### src/rtl/huff_pkg.sv
// Shared constants, scheduler state type and mask popcount for the Huffman job scheduler.
package huff_pkg;

    localparam int unsigned NSYM   = 3;
    localparam int unsigned SYM_W  = 8;
    localparam int unsigned FREQ_W = 3;
    localparam int unsigned CODE_W = 3;
    localparam int unsigned LEN_W  = 2;

    typedef enum logic [1:0] {
        StIdle,
        StKick,
        StWait,
        StResp
    } sched_state_t;

    function automatic logic [LEN_W-1:0] popcount_code(input logic [CODE_W-1:0] mask);
        logic [LEN_W-1:0] cnt;
        cnt = '0;
        for (int i = 0; i < int'(CODE_W); i++) begin
            cnt = cnt + {{(LEN_W-1){1'b0}}, mask[i]};
        end
        return cnt;
    endfunction

endpackage

### src/rtl/rr_arbiter.sv
// Round-robin arbiter: one-hot grant searching from the slot after the last accepted grant.
module rr_arbiter #(
    parameter int unsigned NReq = 2,
    localparam int unsigned IdxW = (NReq > 1) ? $clog2(NReq) : 1
) (
    input  logic            clk,
    input  logic            reset,
    input  logic [NReq-1:0] req_i,
    input  logic            accept_i,
    output logic [NReq-1:0] gnt_o,
    output logic [IdxW-1:0] gnt_idx_o
);

    logic [IdxW-1:0] last_q, last_d;
    logic            found;

    always_comb begin
        gnt_o     = '0;
        gnt_idx_o = last_q;
        found     = 1'b0;
        for (int k = 1; k <= int'(NReq); k++) begin
            for (int i = 0; i < int'(NReq); i++) begin
                if (!found && req_i[i] && (i == (int'(last_q) + k) % int'(NReq))) begin
                    found     = 1'b1;
                    gnt_o[i]  = 1'b1;
                    gnt_idx_o = IdxW'(i);
                end
            end
        end
    end

    assign last_d = accept_i ? gnt_idx_o : last_q;

    // Pointer parks on the last slot so requester 0 wins first after reset.
    always_ff @(posedge clk) begin
        if (reset) begin
            last_q <= IdxW'(NReq - 1);
        end else begin
            last_q <= last_d;
        end
    end

endmodule

### src/rtl/huff_job_sched.sv
// Shares one Huffman encoder between NREQ requesters: grant, kick via reset, wait for done,
// return per-symbol code and lengths on a valid/ready result channel.
module huff_job_sched
    import huff_pkg::*;
#(
    parameter int unsigned NREQ        = 2,
    parameter int unsigned TIMEOUT_CYC = 32,
    localparam int unsigned IdW = (NREQ > 1) ? $clog2(NREQ) : 1
) (
    input  logic                       clk,
    input  logic                       reset,
    input  logic [NREQ-1:0]            req_valid_i,
    output logic [NREQ-1:0]            req_ready_o,
    input  logic [NREQ*NSYM*SYM_W-1:0] req_data_i,
    input  logic [NREQ*NSYM*FREQ_W-1:0] req_freq_i,
    output logic                       enc_reset_o,
    output logic [NSYM*SYM_W-1:0]      enc_data_o,
    output logic [NSYM*FREQ_W-1:0]     enc_freq_o,
    input  logic [NSYM*CODE_W-1:0]     enc_value_i,
    input  logic [NSYM*CODE_W-1:0]     enc_mask_i,
    input  logic                       enc_done_i,
    output logic                       res_valid_o,
    input  logic                       res_ready_i,
    output logic [IdW-1:0]             res_id_o,
    output logic [NSYM*CODE_W-1:0]     res_code_o,
    output logic [NSYM*LEN_W-1:0]      res_len_o,
    output logic                       res_err_o,
    output logic                       busy_o
);

    localparam int unsigned DataW  = NSYM * SYM_W;
    localparam int unsigned FreqW  = NSYM * FREQ_W;
    localparam int unsigned CodeVW = NSYM * CODE_W;
    localparam int unsigned LenVW  = NSYM * LEN_W;
    localparam int unsigned CntW   = $clog2(TIMEOUT_CYC);

    sched_state_t      state_q, state_d;
    logic [DataW-1:0]  job_data_q, job_data_d;
    logic [FreqW-1:0]  job_freq_q, job_freq_d;
    logic [IdW-1:0]    job_id_q, job_id_d;
    logic              seen_low_q, seen_low_d;
    logic [CntW-1:0]   cnt_q, cnt_d;
    logic              res_valid_q, res_valid_d;
    logic [IdW-1:0]    res_id_q, res_id_d;
    logic [CodeVW-1:0] res_code_q, res_code_d;
    logic [LenVW-1:0]  res_len_q, res_len_d;
    logic              res_err_q, res_err_d;

    logic [NREQ-1:0]   arb_gnt;
    logic [IdW-1:0]    arb_idx;
    logic              accept;
    logic [DataW-1:0]  sel_data;
    logic [FreqW-1:0]  sel_freq;
    logic [LenVW-1:0]  mask_len;

    rr_arbiter #(
        .NReq(NREQ)
    ) u_arb (
        .clk      (clk),
        .reset    (reset),
        .req_i    (req_valid_i),
        .accept_i (accept),
        .gnt_o    (arb_gnt),
        .gnt_idx_o(arb_idx)
    );

    // Grants are suppressed while reset is high so nothing is accepted and then dropped.
    assign req_ready_o = (state_q == StIdle && !reset) ? arb_gnt : '0;
    assign accept      = |req_ready_o;

    always_comb begin
        sel_data = '0;
        sel_freq = '0;
        for (int i = 0; i < int'(NREQ); i++) begin
            if (arb_gnt[i]) begin
                sel_data = sel_data | req_data_i[i*DataW +: DataW];
                sel_freq = sel_freq | req_freq_i[i*FreqW +: FreqW];
            end
        end
    end

    always_comb begin
        mask_len = '0;
        for (int k = 0; k < int'(NSYM); k++) begin
            mask_len[k*LEN_W +: LEN_W] = popcount_code(enc_mask_i[k*CODE_W +: CODE_W]);
        end
    end

    always_comb begin
        state_d     = state_q;
        job_data_d  = job_data_q;
        job_freq_d  = job_freq_q;
        job_id_d    = job_id_q;
        seen_low_d  = seen_low_q;
        cnt_d       = cnt_q;
        res_valid_d = res_valid_q;
        res_id_d    = res_id_q;
        res_code_d  = res_code_q;
        res_len_d   = res_len_q;
        res_err_d   = res_err_q;
        unique case (state_q)
            StIdle: begin
                if (accept) begin
                    job_data_d = sel_data;
                    job_freq_d = sel_freq;
                    job_id_d   = arb_idx;
                    state_d    = StKick;
                end
            end
            StKick: begin
                seen_low_d = 1'b0;
                cnt_d      = '0;
                state_d    = StWait;
            end
            StWait: begin
                seen_low_d = seen_low_q | ~enc_done_i;
                cnt_d      = cnt_q + CntW'(1);
                // A done held over from the previous job only counts after a low has been seen.
                if (seen_low_q && enc_done_i) begin
                    res_valid_d = 1'b1;
                    res_id_d    = job_id_q;
                    res_code_d  = enc_value_i;
                    res_len_d   = mask_len;
                    res_err_d   = 1'b0;
                    state_d     = StResp;
                end else if (cnt_q == CntW'(TIMEOUT_CYC - 2)) begin
                    res_valid_d = 1'b1;
                    res_id_d    = job_id_q;
                    res_code_d  = '0;
                    res_len_d   = '0;
                    res_err_d   = 1'b1;
                    state_d     = StResp;
                end
            end
            StResp: begin
                if (res_ready_i) begin
                    res_valid_d = 1'b0;
                    state_d     = StIdle;
                end
            end
            default: state_d = StIdle;
        endcase
    end

    always_ff @(posedge clk) begin
        if (reset) begin
            state_q     <= StIdle;
            job_data_q  <= '0;
            job_freq_q  <= '0;
            job_id_q    <= '0;
            seen_low_q  <= 1'b0;
            cnt_q       <= '0;
            res_valid_q <= 1'b0;
            res_id_q    <= '0;
            res_code_q  <= '0;
            res_len_q   <= '0;
            res_err_q   <= 1'b0;
        end else begin
            state_q     <= state_d;
            job_data_q  <= job_data_d;
            job_freq_q  <= job_freq_d;
            job_id_q    <= job_id_d;
            seen_low_q  <= seen_low_d;
            cnt_q       <= cnt_d;
            res_valid_q <= res_valid_d;
            res_id_q    <= res_id_d;
            res_code_q  <= res_code_d;
            res_len_q   <= res_len_d;
            res_err_q   <= res_err_d;
        end
    end

    assign enc_reset_o = reset | (state_q == StKick);
    assign enc_data_o  = job_data_q;
    assign enc_freq_o  = job_freq_q;
    assign res_valid_o = res_valid_q;
    assign res_id_o    = res_id_q;
    assign res_code_o  = res_code_q;
    assign res_len_o   = res_len_q;
    assign res_err_o   = res_err_q;
    assign busy_o      = (state_q != StIdle);

endmodule
### config.mk
export PLATFORM = sky130hd
export DESIGN_NAME = huff_job_sched
export DESIGN_NICKNAME = d
export VERILOG_FILES = /design/src/rtl/huff_pkg.sv /design/src/rtl/rr_arbiter.sv /design/src/rtl/huff_job_sched.sv
export SDC_FILE = /design/constraint.sdc
export NUM_CORES = 1
export LEC_CHECK = 0
export ABC_AREA = 1
export CORE_ASPECT_RATIO = 0.6
export CORE_UTILIZATION = 43
export DETAILED_ROUTE_END_ITERATION = 10
export PLACE_DENSITY_LB_ADDON = 0.25
export SLEW_MARGIN = 40
export SYNTH_ARGS = -nofsm -noshare
export SYNTH_HDL_FRONTEND = slang
export SYNTH_SLANG_ARGS = --single-unit
### constraint.sdc
create_clock -name clk -period 4.89 [get_ports clk]
set_clock_uncertainty 0.15 [all_clocks]
set_input_delay 0.978 -clock clk [delete_from_list [all_inputs] [get_ports clk]]
set_output_delay 0.978 -clock clk [all_outputs]
set_load 0.005 [all_outputs]
Word-level counts from Yosys, hierarchy flattened
Cells that the tools add are included.
{ "word_totals": {"output_inout_bits": 55, "rom_bits": 0, "mem_count": 0, "latch_bits": 0, "wordCells": 95, "ramBits": 0, "register_bits": 61} }
{ "classes": {"n_eq_ne": 9, "multipliers": 0, "n_addsub": 9, "bitwise": 7, "mux": 33, "div": 0, "order_cmp": 0, "n_shift": 0, "n_reduce_logical": 25} }
{ "ops": {"columns": ["operator", "n"], "rows": [
  ["32-bit zero test", 2],
  ["24-bit two-way mux", 2],
  ["9-bit two-way mux", 4],
  ["24-bit OR", 1],
  ["1-bit two-way mux", 16],
  ["6-bit two-way mux", 2],
  ["2-bit two-way mux", 5],
  ["5-bit case mux with 2 select lines", 1],
  ["1-bit logical AND", 9],
  ["9-bit OR", 1],
  ["2-bit case mux with 4 select lines", 1],
  ["2-bit nonzero test", 4],
  ["1-bit by 1-bit adder with 2-bit output", 3],
  ["2-bit by 1-bit adder with 2-bit output", 3],
  ["3-bit AND reduction", 2],
  ["5-bit by 1-bit adder with 5-bit output (second input constant)", 1],
  ["5-bit equality test (second input constant)", 1],
  ["2-bit equality test (first input constant)", 2],
  ["2-bit equality test (second input constant)", 2],
  ["1-bit zero test", 4],
  ["1-bit case mux with 2 select lines", 2],
  ["2-bit AND reduction", 2],
  ["3-bit != test (second input constant)", 1],
  ["1-bit adder (second input constant)", 2],
  ["8 further kinds", 10]
]} }

Logic depth before layout (Yosys ltp)
{ "logic_depth": {"word_depth": 21, "ltp_mapped": 11, "ltp_nobuf": 11} }

By module
Synthesis repeated with hierarchy kept, for this count alone.
{ "unflattened": {"hier_cells": 362, "hier_area_um2": 2723.9} }
{ "by_module_without_submodules": {"columns": ["module", "instances", "cells_per_inst", "seq_area_each_um2", "area_per_inst_um2"], "rows": [
  ["huff_job_sched", 1, 348, 1201.2, 2646.3],
  ["rr_arbiter", 1, 14, 20.0, 77.6]
]} }

Worst setup path after synthesis
No wires, ideal clock.
{ "synth_path": {"kind": "input port to output port", "startpoint": "input req_valid_i[1]", "endpoint": "output req_ready_o[0]", "setup_slack_ns": 2.337, "stages": 4, "arrival_time_ns": 1.425, "cell_sequence": "buf_4 > nand2_2 > nand3_2 > inv_2"} }
{ "synth_via": {"elab_chain_len": 8} }
{ "synth_lines": {"columns": ["element", "line", "text"], "rows": [
  ["from (decl)", "huff_job_sched.sv:12", "input logic [NREQ-1:0] req_valid_i,"],
  ["1-bit logical AND (2 in a row)", "rr_arbiter.sv:23", "if (!found && req_i[i] && (i == (int'(last_q) + k) % int'(NReq))) begin"],
  ["1-bit two-way mux", "rr_arbiter.sv:23", null],
  ["1-bit zero test", "rr_arbiter.sv:23", null],
  ["1-bit logical AND (2 in a row)", "rr_arbiter.sv:23", null],
  ["1-bit two-way mux", "rr_arbiter.sv:23", null],
  ["2-bit two-way mux", "huff_job_sched.sv:68", "assign req_ready_o = (state_q == StIdle && !reset) ? arb_gnt : '0;"],
  ["to (decl)", "huff_job_sched.sv:13", "output logic [NREQ-1:0] req_ready_o,"]
]} }
Every way passes these cells.

Worst setup path after layout
{ "layout_path": {"startpoint": "input req_valid_i[0]", "endpoint": "output req_ready_o[1]"} }
{ "layout_via": {"elab_chain_len": 15} }
{ "layout_lines": {"columns": ["element", "line"], "rows": [
  ["1-bit logical AND", "rr_arbiter.sv:23"],
  ["1-bit two-way mux", "rr_arbiter.sv:23"],
  ["1-bit zero test", "rr_arbiter.sv:23"],
  ["1-bit logical AND (2 in a row)", "rr_arbiter.sv:23"],
  ["1-bit two-way mux", "rr_arbiter.sv:23"],
  ["1-bit zero test", "rr_arbiter.sv:23"],
  ["1-bit logical AND (2 in a row)", "rr_arbiter.sv:23"],
  ["1-bit two-way mux", "rr_arbiter.sv:23"],
  ["1-bit zero test", "rr_arbiter.sv:23"],
  ["1-bit logical AND (2 in a row)", "rr_arbiter.sv:23"],
  ["1-bit two-way mux (*)", "rr_arbiter.sv:23"],
  ["2-bit two-way mux (*)", "huff_job_sched.sv:68"]
]} }
Every way passes the cells marked *; elsewhere a longest branch is shown, timed or not.

==> metrics.txt <==
status complete, no violations; Hold EP res_code_o[2]$_SDFFE_PP0P_; Setup WS post-layout 0.828 ns; number of global-route vias before repair 2989; die extent in y 65.7 um; largest net degree at the start of global routing 68; Netlist Area Pre-Place 2910 um2; async set-or-reset flop fraction in the synthesized netlist 0; num rows 22; most common cell after layout, fill and taps aside clkdlybuf4s50_1; Final setup viols 0; vias per cell 5.31; number of port buffers 144; cell taking the most area after synthesis dfxtp_1; top cell type's share of synthesized area 0.420; RSZ-0062 raised after global routing no; Leak Pwr 0.00196 uW; Post-DRT Antenna Nets 0; Mapped Nets 454; Post-synth EDFFs 0; Clk Latency, worst-skew pair 0.32 ns; CP required 3.76 ns; final slew viol count 0; Final TNS setup 0 ns; Worst R2R Start u_arb.last_q$_SDFFE_PP1P_; first-pass GRT wire length 14.2 mm; WL final 8.53 mm; initial drt markers 160; Most Frequent Cell on Critical Path clkdlybuf4s50_1; Seq/Total Area, Yosys 0.420; Post-CTS Hold Buffers 0; CTS tree built; First-pass DRT Iterations 4; clock buffer depth 2; H-tree lvl count 3; P&R area growth vs syn 57.8%; Ys Warns 0; pwr/cell area 402 nW/um2; share of layout cells above drive strength 1 0.0656; minimum clock period 4.06 ns; prevailing post-synth register cell dfxtp_1; crit end category output port; critical path class primary input to output port; Starting Density 0.459; number of placed I/O pins 145; final period utilization 0.831; Non-Filler Instances 572; FF+latch count, synth 61; placed insts 556; max capacitance violation total 0; commonest cells after routing, fill and taps aside clkdlybuf4s50_1, nand3_1, dfxtp_1; Max Clock Freq 246 MHz; area of the core 6330 um2; Worst R2R End state_q[1]$_SDFFE_PP0P_; clock root cell clkbuf_16; Worst Tran Pin Value 0.662 ns; cts repair resizes 0; slowest stage delay, CP 0.68 ns; cell family contributing the most delay on the critical path buffers and inverters; initial antenna violation count 0; # DRC 0; placer congestion estimate 0.821; VDD IR-drop max 0.242 mV; Fin. Hold Viols 0; reg2reg path depth 9; Syn Area/Cell 8.22 um2; post-CTS setup buffer count 0; GRT Util Overall 0.259; Gate Count Post-Synth 354; startpoint of the worst hold path res_code_o[2]$_SDFFE_PP0P_; wire per inst 14.9 um; Arr. time, crit path 2.93 ns; clock sinks 61; Reg clk slew, reported paths 0.05 ns; CTS Buf Count 9; CP max-delay cell clkdlybuf4s50_1; reg2reg setup slack 2.67 ns; Crit Path Max Fanout 34; pre-CTS setup slack 0.817 ns; GRT overflow 0; die footprint 7110 um2; post-synth cell types 27; critical path, cell by cell clkdlybuf4s50_1 -> nand2_4 -> nand3_2 -> inv_1 -> clkdlybuf4s50_1; startpoint types primary input; n_diodes 0; CP bufs+invs 3; chip width 108 um; top post-synthesis cells by area dfxtp_1, nand3_1, o211a_1, nand2_1, a21oi_1; Final nets 583; Via Count 3036; hold crit path type flip-flop to flip-flop; Worst Hold Depth 2; Slew headroom 0.558; DP HPWL 5.95 mm
## routing by layer
layer	up-vias	GRT usage	routed length [um]
met3	8	0.0863	791
met2	118	0.428	3910
met5	-	0	0
li1	1496	-	-
met4	0	0.0771	63
met1	1414	0.320	3760
## worst max path at each step
stage                         startpoint             end  slack, ns  cells after the start
after CTS                 req_valid_i[0]  req_ready_o[1]       0.82                      5
after detailed placement  req_valid_i[0]  req_ready_o[1]       0.82                      5
after global routing      req_valid_i[0]  req_ready_o[1]       0.69                      5
final                     req_valid_i[0]  req_ready_o[1]       0.83                      5
after global placement    req_valid_i[0]  req_ready_o[1]       0.90                      5
after floorplan           req_valid_i[1]  req_ready_o[0]       2.34                      4
## synthesized netlist by cell type, types with 4 or more instances
cell and number:
ha_1 7, o211a_1 33, nor2_1 13, inv_2 6
clkbuf_1 17, inv_1 9, buf_2 7, dfxtp_1 61
nand3_1 108, a21oi_1 21, buf_6 4, nand2_1 45
## area by class of cell
class	count	area, um2
clock inverter	5	27.5
multi-input combinational	248	1480
tap	84	105
timing repair buffer	148	1470
sequential	61	1220
fill	501	1740
clock buffer	11	233
inverter	15	56.3
## where the power goes
group          internal [uW]  total (uW)  switching, uW  leakage (uW)
clock network            339         552            213      0.000129
registers                585         638           53.5      0.000498
logic                    334         656            321       0.00133
## through the flow
stage / power (uW) / area (um2) / hold WS [ns] / util
after detailed placement: 1300 / 4330 / 0.305 / 0.684
after global routing: 1970 / 4590 / 0.332 / 0.725
after floorplan: 1010 / 2910 / 0.290 / -
after CTS: 1860 / 4590 / 0.311 / 0.725
final: 1850 / 4590 / 0.309 / 0.725
after global placement: 1280 / 4330 / 0.297 / 0.683
## state kept, by name, summed over array words and instances, names as in the netlist
| signal | cells |
|---|---|
| cnt_q | 5 |
| enc_data_o | 24 |
| enc_freq_o | 9 |
| job_id_q | 1 |
| res_code_o | 9 |
| res_err_o | 1 |
| res_id_o | 1 |
| res_len_o | 6 |
| res_valid_o | 1 |
| seen_low_q | 1 |
| state_q | 2 |
| u_arb.last_q | 1 |
## cell families (layout without fill, tap and decap cells)
logic type / after synthesis / count (layout) / synth area share
and+or+nand+nor: 179 / 179 / 0.293
buffers and inverters: 45 / 179 / 0.0740
xor gates and xnor gates: 2 / 2 / 0.00602
adders and majority gates: 10 / 10 / 0.0508
DFF: 61 / 61 / 0.420
AOI/OAI and AO/OA: 57 / 57 / 0.157
## worst register-to-register path, cell delays in order (launching register included)
cell,delay [ns]
dfxtp_1,0.38
inv_2,0.06
nand2_2,0.05
buf_4,0.33
nand3_2,0.22
nand2_4,0.52
nor2_1,0.13
nor2_2,0.13
nor2_1,0.06
nor2_1,0.11
No activity file was read; power rests on OpenSTA's default activity.
